### config.mk
export PLATFORM = sky130hd
export DESIGN_NAME = rat_pc_unit
export DESIGN_NICKNAME = d
export VERILOG_FILES = /design/src/rtl/rat_pc_unit.sv
export SDC_FILE = /design/constraint.sdc
export NUM_CORES = 1
export LEC_CHECK = 0
export CAP_MARGIN = 15
export CELL_PAD_IN_SITES_DETAIL_PLACEMENT = 0
export CELL_PAD_IN_SITES_GLOBAL_PLACEMENT = 1
export CORE_MARGIN = 5
export CORE_UTILIZATION = 43
export CTS_CLUSTER_DIAMETER = 200
export DETAILED_ROUTE_END_ITERATION = 10
export GPL_TIMING_DRIVEN = 0
export PLACE_DENSITY_LB_ADDON = 0.2
export SYNTH_ARGS = -nofsm -noshare
export SYNTH_HDL_FRONTEND = slang
export SYNTH_SLANG_ARGS = --single-unit
### constraint.sdc
create_clock -name CLK -period 3.25 [get_ports CLK]
set_input_delay 0.8125 -clock CLK [delete_from_list [all_inputs] [get_ports CLK]]
set_output_delay 0.8125 -clock CLK [all_outputs]
set_load 0.1 [all_outputs]
### src/rtl/rat_pc_unit.sv
// RAT CPU program-counter unit: registered PC with selectable load source,
// increment, and an on-block hardware return-address stack for CALL/RET/interrupts.
module rat_pc_unit #(
    parameter int                ADDR_W       = 10,
    parameter int                STACK_DEPTH  = 8,
    parameter logic [ADDR_W-1:0] ISR_VECTOR   = {ADDR_W{1'b1}},
    parameter logic [ADDR_W-1:0] RESET_VECTOR = '0,
    localparam int               DEPTH_W      = $clog2(STACK_DEPTH + 1)
) (
    input  logic               CLK,
    input  logic               RST_N,
    input  logic               PC_LD,
    input  logic               PC_INC,
    input  logic [1:0]         PC_MUX_SEL,
    input  logic [ADDR_W-1:0]  FROM_IMMED,
    input  logic               RS_PUSH,
    input  logic               RS_POP,
    output logic [ADDR_W-1:0]  PC_COUNT,
    output logic [ADDR_W-1:0]  RS_TOP,
    output logic [DEPTH_W-1:0] RS_DEPTH,
    output logic               RS_EMPTY,
    output logic               RS_FULL,
    output logic               RS_ERR
);

    localparam int PTR_W = $clog2(STACK_DEPTH);

    typedef enum logic [1:0] {
        SEL_IMMED  = 2'b00,
        SEL_RS_TOP = 2'b01,
        SEL_ISR    = 2'b10,
        SEL_RESET  = 2'b11
    } pc_sel_e;

    logic [ADDR_W-1:0]  pc_q,    pc_d;
    logic [DEPTH_W-1:0] depth_q, depth_d;
    logic               err_q,   err_d;
    logic [ADDR_W-1:0]  stack_mem [STACK_DEPTH];

    logic               empty, full;
    logic [PTR_W-1:0]   top_ptr, wr_ptr;
    logic               wr_en;
    logic [ADDR_W-1:0]  top_val;

    assign empty   = (depth_q == '0);
    assign full    = (depth_q == DEPTH_W'(STACK_DEPTH));
    assign top_ptr = PTR_W'(depth_q - DEPTH_W'(1));

    // Top of stack comes from registered state only, so RET sees the pre-edge value.
    always_comb begin
        // NOTE: every signal assigned in always_comb gets a default first; otherwise a latch is inferred.
        top_val = '0;
        if (!empty) begin
            top_val = stack_mem[top_ptr];
        end
    end

    // A push+pop on a non-empty stack overwrites the top; otherwise write the next free slot.
    always_comb begin
        wr_ptr = PTR_W'(depth_q);
        if (RS_POP && !empty) begin
            wr_ptr = top_ptr;
        end
        wr_en = RST_N && RS_PUSH && (!full || RS_POP);
    end

    always_comb begin
        depth_d = depth_q;
        err_d   = err_q;
        unique case ({RS_PUSH, RS_POP})
            2'b10: begin
                if (!full) depth_d = depth_q + DEPTH_W'(1);
                else       err_d   = 1'b1;
            end
            2'b01: begin
                if (!empty) depth_d = depth_q - DEPTH_W'(1);
                else        err_d   = 1'b1;
            end
            2'b11: begin
                if (empty) depth_d = DEPTH_W'(1);
            end
            default: ;
        endcase
    end

    always_comb begin
        pc_d = pc_q;
        if (PC_LD) begin
            unique case (pc_sel_e'(PC_MUX_SEL))
                SEL_IMMED:  pc_d = FROM_IMMED;
                SEL_RS_TOP: pc_d = top_val;
                SEL_ISR:    pc_d = ISR_VECTOR;
                SEL_RESET:  pc_d = RESET_VECTOR;
                default:    pc_d = pc_q;
            endcase
        end else if (PC_INC) begin
            pc_d = pc_q + ADDR_W'(1);
        end
    end

    always_ff @(posedge CLK) begin
        // NOTE: sequential state uses non-blocking (<=) so all registers update together at the edge.
        if (!RST_N) begin
            pc_q    <= RESET_VECTOR;
            depth_q <= '0;
            err_q   <= 1'b0;
        end else begin
            pc_q    <= pc_d;
            depth_q <= depth_d;
            err_q   <= err_d;
        end
    end

    // NOTE: the stack array has no reset; depth alone defines which entries are valid.
    always_ff @(posedge CLK) begin
        if (wr_en) begin
            stack_mem[wr_ptr] <= pc_q;
        end
    end

    assign PC_COUNT = pc_q;
    assign RS_TOP   = top_val;
    assign RS_DEPTH = depth_q;
    assign RS_EMPTY = empty;
    assign RS_FULL  = full;
    assign RS_ERR   = err_q;

endmodule

Word-level counts from Yosys, hierarchy flattened --
Memory sizes are Yosys's and may differ from the RTL's. Index checks and enable logic that the tools add are counted.
Word-level totals: flip-flop bits (word level) 15, bits in latches 0, memory bits (writable) 80, memory bits (read-only) 0, input port bits 18, output and inout port bits 27, word-level logic and storage cells 46, memories 1
Operators by class: add/sub/neg operators 3, multipliers 0, divide/modulo/power cells 0, order comparisons 0, equal/unequal tests 12, shift operators 0, mux-type cells 14, bitwise operators 0, reduce and logical (&&, ||, !) cells 13
Memories:
- stack_mem | words 8, width 10, read ports 1, clocked after Yosys merged registers in 0, write ports 1, line 38 | logic [ADDR_W-1:0] stack_mem [STACK_DEPTH];
Operators with widths (number):
- $pmux W10 S4 | 1
- $mux W10 | 3
- $mux W4 | 3
- $pmux W4 S3 | 1
- $add A10 B1 Y10 const B | 1
- $ne A2 B2 Y1 const B | 5
- $eq A2 B2 Y1 const B | 4
- $add A4 B1 Y4 const B | 1
- $eq A2 B1 Y1 const B | 2
- $eq A4 B4 Y1 const B | 1
- $logic_not A4 Y1 | 1
- $mux W1 | 4
- $reduce_and A4 Y1 | 1
- $reduce_bool A2 Y1 | 2
- $sub A4 B1 Y4 const B | 1
- $logic_and A1 B1 Y1 | 3
- $mux W3 | 1
- $reduce_and A3 Y1 | 1
- $reduce_bool A3 Y1 | 1
- $logic_not A1 Y1 | 2
- $logic_not A2 Y1 | 1
- $pmux W1 S2 | 1
- $logic_or A1 B1 Y1 | 1

Logic depth before layout (Yosys ltp) --
Gate-level depths: netlist of run 1.
depth in word-level cells 6, depth in mapped cells 10, gate-level depth less buffers 7

Worst setup path before layout of run 1 --
No wires, ideal clock.
path kind flip-flop to output port, from register depth_q[0], in the netlist RS_DEPTH[0], to output RS_TOP[1], data arrival time 4.364 ns, data required time 2.438 ns, path slack -1.927 ns, stages on the path, launching flop included 9, path buffers 4, path through dfxtp_1 inv_1 buf_4 ha_1 buf_4 nor3b_2 clkbuf_1 clkbuf_1 nor2_1
Between the ends: elaborated cells between the ends (all ways) 4, classes of those cells add/sub (1); mux (1); reduce/logical (1); memory (1)
RTL lines:
- start, declared | line 36 | logic [DEPTH_W-1:0] depth_q, depth_d;
- start signal, assigned | line 109 | depth_q <= depth_d;
- $logic_not A4 Y1 | line 45 | assign empty = (depth_q == '0);
- named net RS_EMPTY | line 21 | output logic RS_EMPTY,
- $mux W10 | line 53 | if (!empty) begin
- end, declared | line 19 | output logic [ADDR_W-1:0] RS_TOP,
The timed path passes the listed nets, and every way through them passes these cells.

Worst setup path after layout of run 1 --
from register depth_q[1], in the netlist RS_DEPTH[1], to output RS_TOP[1]
Between the ends: cells in the longest elaborated chain, start to end 3, elaborated cells between the ends (all ways) 4, classes of those cells add/sub (1); mux (1); reduce/logical (1); memory (1)
Ends and longest elaborated chain (line):
- $sub A4 B1 Y4
- $mem_v2 Z8 W10
- $mux W10 (*) | 53
Every way passes the cells marked *; elsewhere a longest branch is shown, timed or not.

==> results of run 1 <==
## cell usage in the layout, fill, tap and decap left out, types with 4 or more instances in the layout
cell type,count
clkbuf_1,10
xnor2_1,5
o311a_1,10
a21oi_1,4
nand2b_1,4
inv_1,5
nand2_1,11
buf_12,15
nor2_1,23
mux4_2,20
clkbuf_8,11
mux2i_4,10
o21bai_1,10
buf_6,8
buf_4,20
o21ai_0,15
edfxtp_1,80
nand3_1,6
dfxtp_1,12
clkdlybuf4s50_1,31
nor2_4,10
## power groups by stage
stage	Clock (mW)	Sequential [mW]	Combinational, mW
finish	0.705	1.43	1.66
global route	0.776	1.43	1.74
detailed placement	0	1.46	1.27
global placement	0	1.45	1.25
CTS	0.723	1.43	1.68
floorplan	0	1.56	0.859
## final timing paths
check | start | to
worst min-delay path | RS_ERR | RS_ERR
worst min register to register | RS_ERR | RS_ERR
worst max-delay path | RS_DEPTH[1] | RS_TOP[1]
worst max register to register | RS_DEPTH[1] | stack_mem[0][4]
## flip-flops by register name, indices dropped and copies added, names as in the netlist
signal     count
PC_COUNT      10
stack_mem     80
RS_DEPTH       4
RS_ERR         1
## kinds of logic after synthesis
| family | synth area share |
|---|---|
| muxes | 0.148 |
| buffers and inverters | 0.0298 |
| AOI/OAI and AO/OA | 0.0888 |
| xor gates and xnor gates | 0.0226 |
| DFF | 0.625 |
| and+or+nand+nor | 0.0772 |
| adders and majority gates | 0.00868 |
## metal layers
layer	share of wire	GRT usage	up-vias	routed length (um)
li1	-	-	1292	-
met1	0.45	0.272	1364	4810
met2	0.48	0.307	69	5140
met3	0.052	0.0332	12	550
met4	0.012	0.0624	0	123
met5	0	0	-	0
## critical path, cell delays in order (launching register included)
cell and delay (ns):
dfxtp_4 0.38, inv_4 0.06, ha_4 0.16, xor2_4 0.17
buf_12 0.14, buf_12 0.13, mux4_2 0.54, mux2i_4 0.20
nor2_4 0.07, buf_12 0.16
## what timing repair did
item / 4_1_cts / 5_1_grt
pin swaps: 10 / 4
cloned: 2 / 0
setup buffers: 18 / 5
setup endpoints to repair: 69 / 21
resized for setup: 139 / 8
## stage by stage
step | power [mW] | cells | hold slack, ns
floorplan | 2.42 | 291 | 0.697
global placement | 2.71 | 467 | 0.451
detailed placement | 2.72 | 470 | 0.467
finish | 3.79 | 509 | 0.480
CTS | 3.83 | 506 | 0.490
global route | 3.95 | 509 | 0.515
## layout make-up
cell class | instances | area (sq um)
Buffer | 16 | 128
Clock buffer | 11 | 131
Clock inverter | 5 | 43.8
Fill cell | 795 | 4090
Inverter | 7 | 33.8
Multi-Input combinational cell | 170 | 1660
Sequential cell | 95 | 2710
Tap cell | 133 | 166
Timing Repair Buffer | 72 | 808
==> results.yml, run 1 <==
power_and_ir_drop:
  p_leak_nw: 1.93
  ir_worst_vdd_mv: 0.277
  p_int_mw: 2.37
  power_frac_comb: 0.438
  switchingPower_mw: 1.42
  power.density_nw_per_um2: 667
  clockPowerShare: 0.186
  switching_share: 0.374
  p_seq_frac: 0.376
critical_path:
  cp-start-kind: "flip-flop"
  crit_required_ns: 2.44
  rr_worst_depth: 8
  r2r_slack_ns: 0.32
  worstPathArrival_ns: 2.40
  end_kind: "output pin"
  cp_max_fo: 6
  critical_path_class: "reg2out"
routing:
  drc: 0
  wl_um: 10600
  drt-initial-drc-count: 175
  first_pass_iters: 4
  vias: 2737
  vias_per_cell: 5.38
  routedWlPerCell_um: 20.9
  ant_nets: 0
sta:
  worst_slack_ns: 0.0368
  rsz0062_at_grt: "true"
  drv_slew: 0
  post-route-period-util: 0.989
  setup_tns_ns: 0
  hold_viol_final: 0
  skew_ns: 0.0142
  max_slew_margin: 0.176
  max_freq_mhz: 311
  tightest_slew_ns: 1.23
  setup-violations-final: 0
  layout_min_cycle_time_ns: 3.21
finish:
  design_area_sq_um: 5680
  nets: 392
  num_antenna_cells: 0
  drive_above_1_share: 0.301
  final_util: 0.581
  syn_to_final_growth_pct: 31.4
flow_run:
  drv_cap: 0
place:
  gp_congestion: 0.777
  placedInstanceArea_sq_um: 5090
  place.port_buffers: 43
  hpwl_um: 6790
  dp_slack_ns: -1.22
clock_network:
  insertion_delay_ns: 0.36
  cts.sink_count: 95
  cts.clk_slew.worst_paths_ns: 0.10
  hold_buffers: 0
  clock_tree.buffer_depth: 2
  cts_tree: "built"
  cts-root-buf: "clkbuf_8"
  htreeDepth: 3
  cts_made_buffers: 9
global_route:
  antenna_found_initial: 0
  grt_max_degree: 18
  grt_pass1_wl_um: 16600
  grt_pass1_vias: 2844
  track_usage: 0.193
  grt_overflow: 0
run_status:
  status: "completed"
logic_synthesis:
  seq_area_frac_synth: 0.625
  yosys.area.top_type: "edfxtp_1"
  syn-num-nets: 312
  synth_cells: 291
  synthArstFlopShare: 0
  synth_top_area_share: 0.555
  syn_avg_cell_area_sq_um: 14.9
  ys.flop_type: "edfxtp_1"
  netlist_area_sq_um: 4330
  yosysMostFrequentCell: "edfxtp_1"
  synth_edf_count: 80
  netlist-cell-type-count: 41
  ys_seq_elements: 95
  yosys_warnings: 0
  synth_commonest_cells: "80 x edfxtp_1, 33 x nor2_1, 15 x dfxtp_1, 15 x mux4_1, 15 x o21ai_0"
  synthTopCellsByArea: "edfxtp_1 56%, mux4_1 9.1%, dfxtp_1 6.9%, nor2_1 2.9%, mux4_2 2.6%"
hold_path:
  min_path_cells: 1
  hp-class: "reg2reg"
floorplanning:
  ios: 45
  core-area_sq_um: 9770
  start_util: 0.443
  std_cell_rows: 36
  die_area_sq_um: 12200
  die_w_um: 110
  die_h_um: 110
(Power assumes the default switching activity.)
==> inputs of run 2 (changes only) <==
--- a/config.mk
+++ b/config.mk
@@ -14,6 +14,7 @@
 export DETAILED_ROUTE_END_ITERATION = 10
 export GPL_TIMING_DRIVEN = 0
 export PLACE_DENSITY_LB_ADDON = 0.2
+export SKIP_LAST_GASP = 1
 export SYNTH_ARGS = -nofsm -noshare
 export SYNTH_HDL_FRONTEND = slang
 export SYNTH_SLANG_ARGS = --single-unit
==> results of run 2 <==
Final layout, timing and power as in run 1 (identical DEF).
Among the figures that moved: number of gates resized after CTS 139 -> 138
==> inputs of run 3 (changes only) <==
--- a/config.mk
+++ b/config.mk
@@ -14,6 +14,7 @@
 export DETAILED_ROUTE_END_ITERATION = 10
 export GPL_TIMING_DRIVEN = 0
 export PLACE_DENSITY_LB_ADDON = 0.2
+export RECOVER_POWER = 50
 export SKIP_LAST_GASP = 1
 export SYNTH_ARGS = -nofsm -noshare
 export SYNTH_HDL_FRONTEND = slang
==> results.yml, run 3 (synthesis gave the netlist of run 1 again) <==
clock_network:
  clock_tree.buffer_depth: 2
  cts_tree: "built"
  htreeDepth: 3
  insertion_delay_ns: 0.36
  cts.clk_slew.worst_paths_ns: 0.10
  cts.sink_count: 95
  cts_made_buffers: 9
  cts-root-buf: "clkbuf_8"
  hold_buffers: 0
global_route:
  antenna_found_initial: 0
  grt_overflow: 0
  grt_pass1_wl_um: 16600
  grt_max_degree: 18
  use_met2: 0.307
  grt_use_met1: 0.272
  track_usage: 0.193
  grt_pass1_vias: 2844
  grt_use_met3: 0.0332
  top_usage_layer: "met2"
finish:
  seq_area_sq_um: 2710
  multi_input_area_sq_um: 1660
  layout_common_cells: "80 x edfxtp_1, 29 x clkdlybuf4s50_1, 23 x nor2_1, 20 x mux4_2, 20 x buf_4"
  nets: 392
  num_antenna_cells: 0
  design_area_sq_um: 5680
  drive_above_1_share: 0.301
  syn_to_final_growth_pct: 31.4
  layout_commonest_cell: "edfxtp_1"
  nFillCells: 795
  largest_reg_flops: 80
  regMostFlops: "stack_mem"
hold_path:
  min_path_cells: 1
  hp-start: "RS_ERR"
  min_to: "RS_ERR"
  hp-class: "reg2reg"
sta:
  worst_slack_ns: 0.0391
  layout_min_cycle_time_ns: 3.21
  setup-violations-final: 0
  max_slew_margin: 0.179
  max_freq_mhz: 311
  drv_slew: 0
  post-route-period-util: 0.988
  skew_ns: 0.0131
  rsz0062_at_grt: "true"
  setup_tns_ns: 0
  hold_viol_final: 0
  tightest_slew_ns: 1.23
routing:
  wl_um: 10600
  vias: 2729
  routedWlPerCell_um: 20.8
  ant_nets: 0
  vias_per_cell: 5.36
  drt-initial-drc-count: 172
  drc: 0
  first_pass_iters: 4
critical_path:
  crit_slowest_cell: "mux4_2"
  path_common_cell: "buf_12"
  rr_endpoint: "stack_mem[0][8]"
  worst-path-buf-inv: 4
  crit_chain: "inv_4 > ha_4 > xor2_4 > buf_12 > buf_12 > mux4_2 > mux2i_4 > nor2_4 > buf_12"
  cpPeakStageDelay_ns: 0.54
  critical_path.top_delay_family: "multiplexers"
  cp_max_fo: 6
  critical_path_class: "reg2out"
  worstPathArrival_ns: 2.40
  cp-start-kind: "flip-flop"
  reg2reg_from: "RS_DEPTH[1]"
  r2r_slack_ns: 0.32
  crit_required_ns: 2.44
  rr_worst_depth: 8
  end_kind: "output pin"
floorplanning:
  die_area_sq_um: 12200
  std_cell_rows: 36
  start_util: 0.443
  ios: 45
  core-area_sq_um: 9770
  die_w_um: 110
  die_h_um: 110
power_and_ir_drop:
  p_int_mw: 2.37
  power_frac_comb: 0.438
  clockPowerShare: 0.186
  p_total_mw: 3.79
  power.density_nw_per_um2: 667
  ir_worst_vdd_mv: 0.277
  p_seq_frac: 0.377
  switchingPower_mw: 1.42
  switching_share: 0.374
  p_leak_nw: 1.93
run_status:
  status: "completed"
flow_run:
  drv_cap: 0
place:
  hpwl_um: 6790
  dp_slack_ns: -1.22
  placedInstanceArea_sq_um: 5090
  gp_congestion: 0.777
  place.port_buffers: 43
-- run 3: cell count changes in the layout (fill, tap and decap cells not counted) --
cell	delta
dlygate4sd3_1	+2
and2_1	-1
and2_0	+1
clkdlybuf4s50_1	-2
-- run 3: final cells by class --
cell class | instances | share of cell area
clock buffer | 11 | 0.0231
buffer | 16 | 0.0225
sequential | 95 | 0.477
inverter | 7 | 0.00595
clock inverter | 5 | 0.00771
multi-input combinational | 170 | 0.292
timing repair buffer | 72 | 0.142
tap | 133 | 0.0293
-- run 3: timing repair --
item | CTS | global route
setup buffers | 18 | 5
cloned | 2 | 0
setup endpoints to repair | 69 | 21
gates resized for setup | 138 | 10
pin swaps | 10 | 4
-- run 3: how the worst max path moves through the flow --
stage / from / to / slack, ns / depth (start not counted)
after floorplan: RS_DEPTH[0] / RS_TOP[2] / -0.02 / 9
after CTS: RS_DEPTH[0] / RS_TOP[3] / -0.25 / 12
after global routing: RS_DEPTH[1] / RS_TOP[1] / -0.08 / 9
after global placement: RS_DEPTH[0] / RS_EMPTY / -1.23 / 8
after detailed placement: RS_DEPTH[0] / RS_EMPTY / -1.22 / 8
final: RS_DEPTH[1] / RS_TOP[1] / 0.04 / 9
-- run 3: through the flow --
stage,util,hold slack [ns],instances
floorplan,-,0.697,291
global placement,0.518,0.451,467
detailed placement,0.521,0.467,470
CTS,0.583,0.490,506
global route,0.581,0.515,509
finish,0.581,0.480,509
-- run 3: power groups by stage --
stage          sequential [mW]  combinational [mW]  clock (mW)
2_1_floorplan             1.56               0.859           0
3_3_place_gp              1.45                1.25           0
3_5_place_dp              1.46                1.27           0
4_1_cts                   1.43                1.68       0.723
5_1_grt                   1.43                1.74       0.776
6_report                  1.43                1.66       0.703
-- run 3: layer usage --
| metal | part of all wire | wire, um |
|---|---|---|
| met1 | 0.45 | 4810 |
| met3 | 0.050 | 535 |
| met4 | 0.0056 | 59 |
| met2 | 0.49 | 5200 |
| met5 | 0 | 0 |
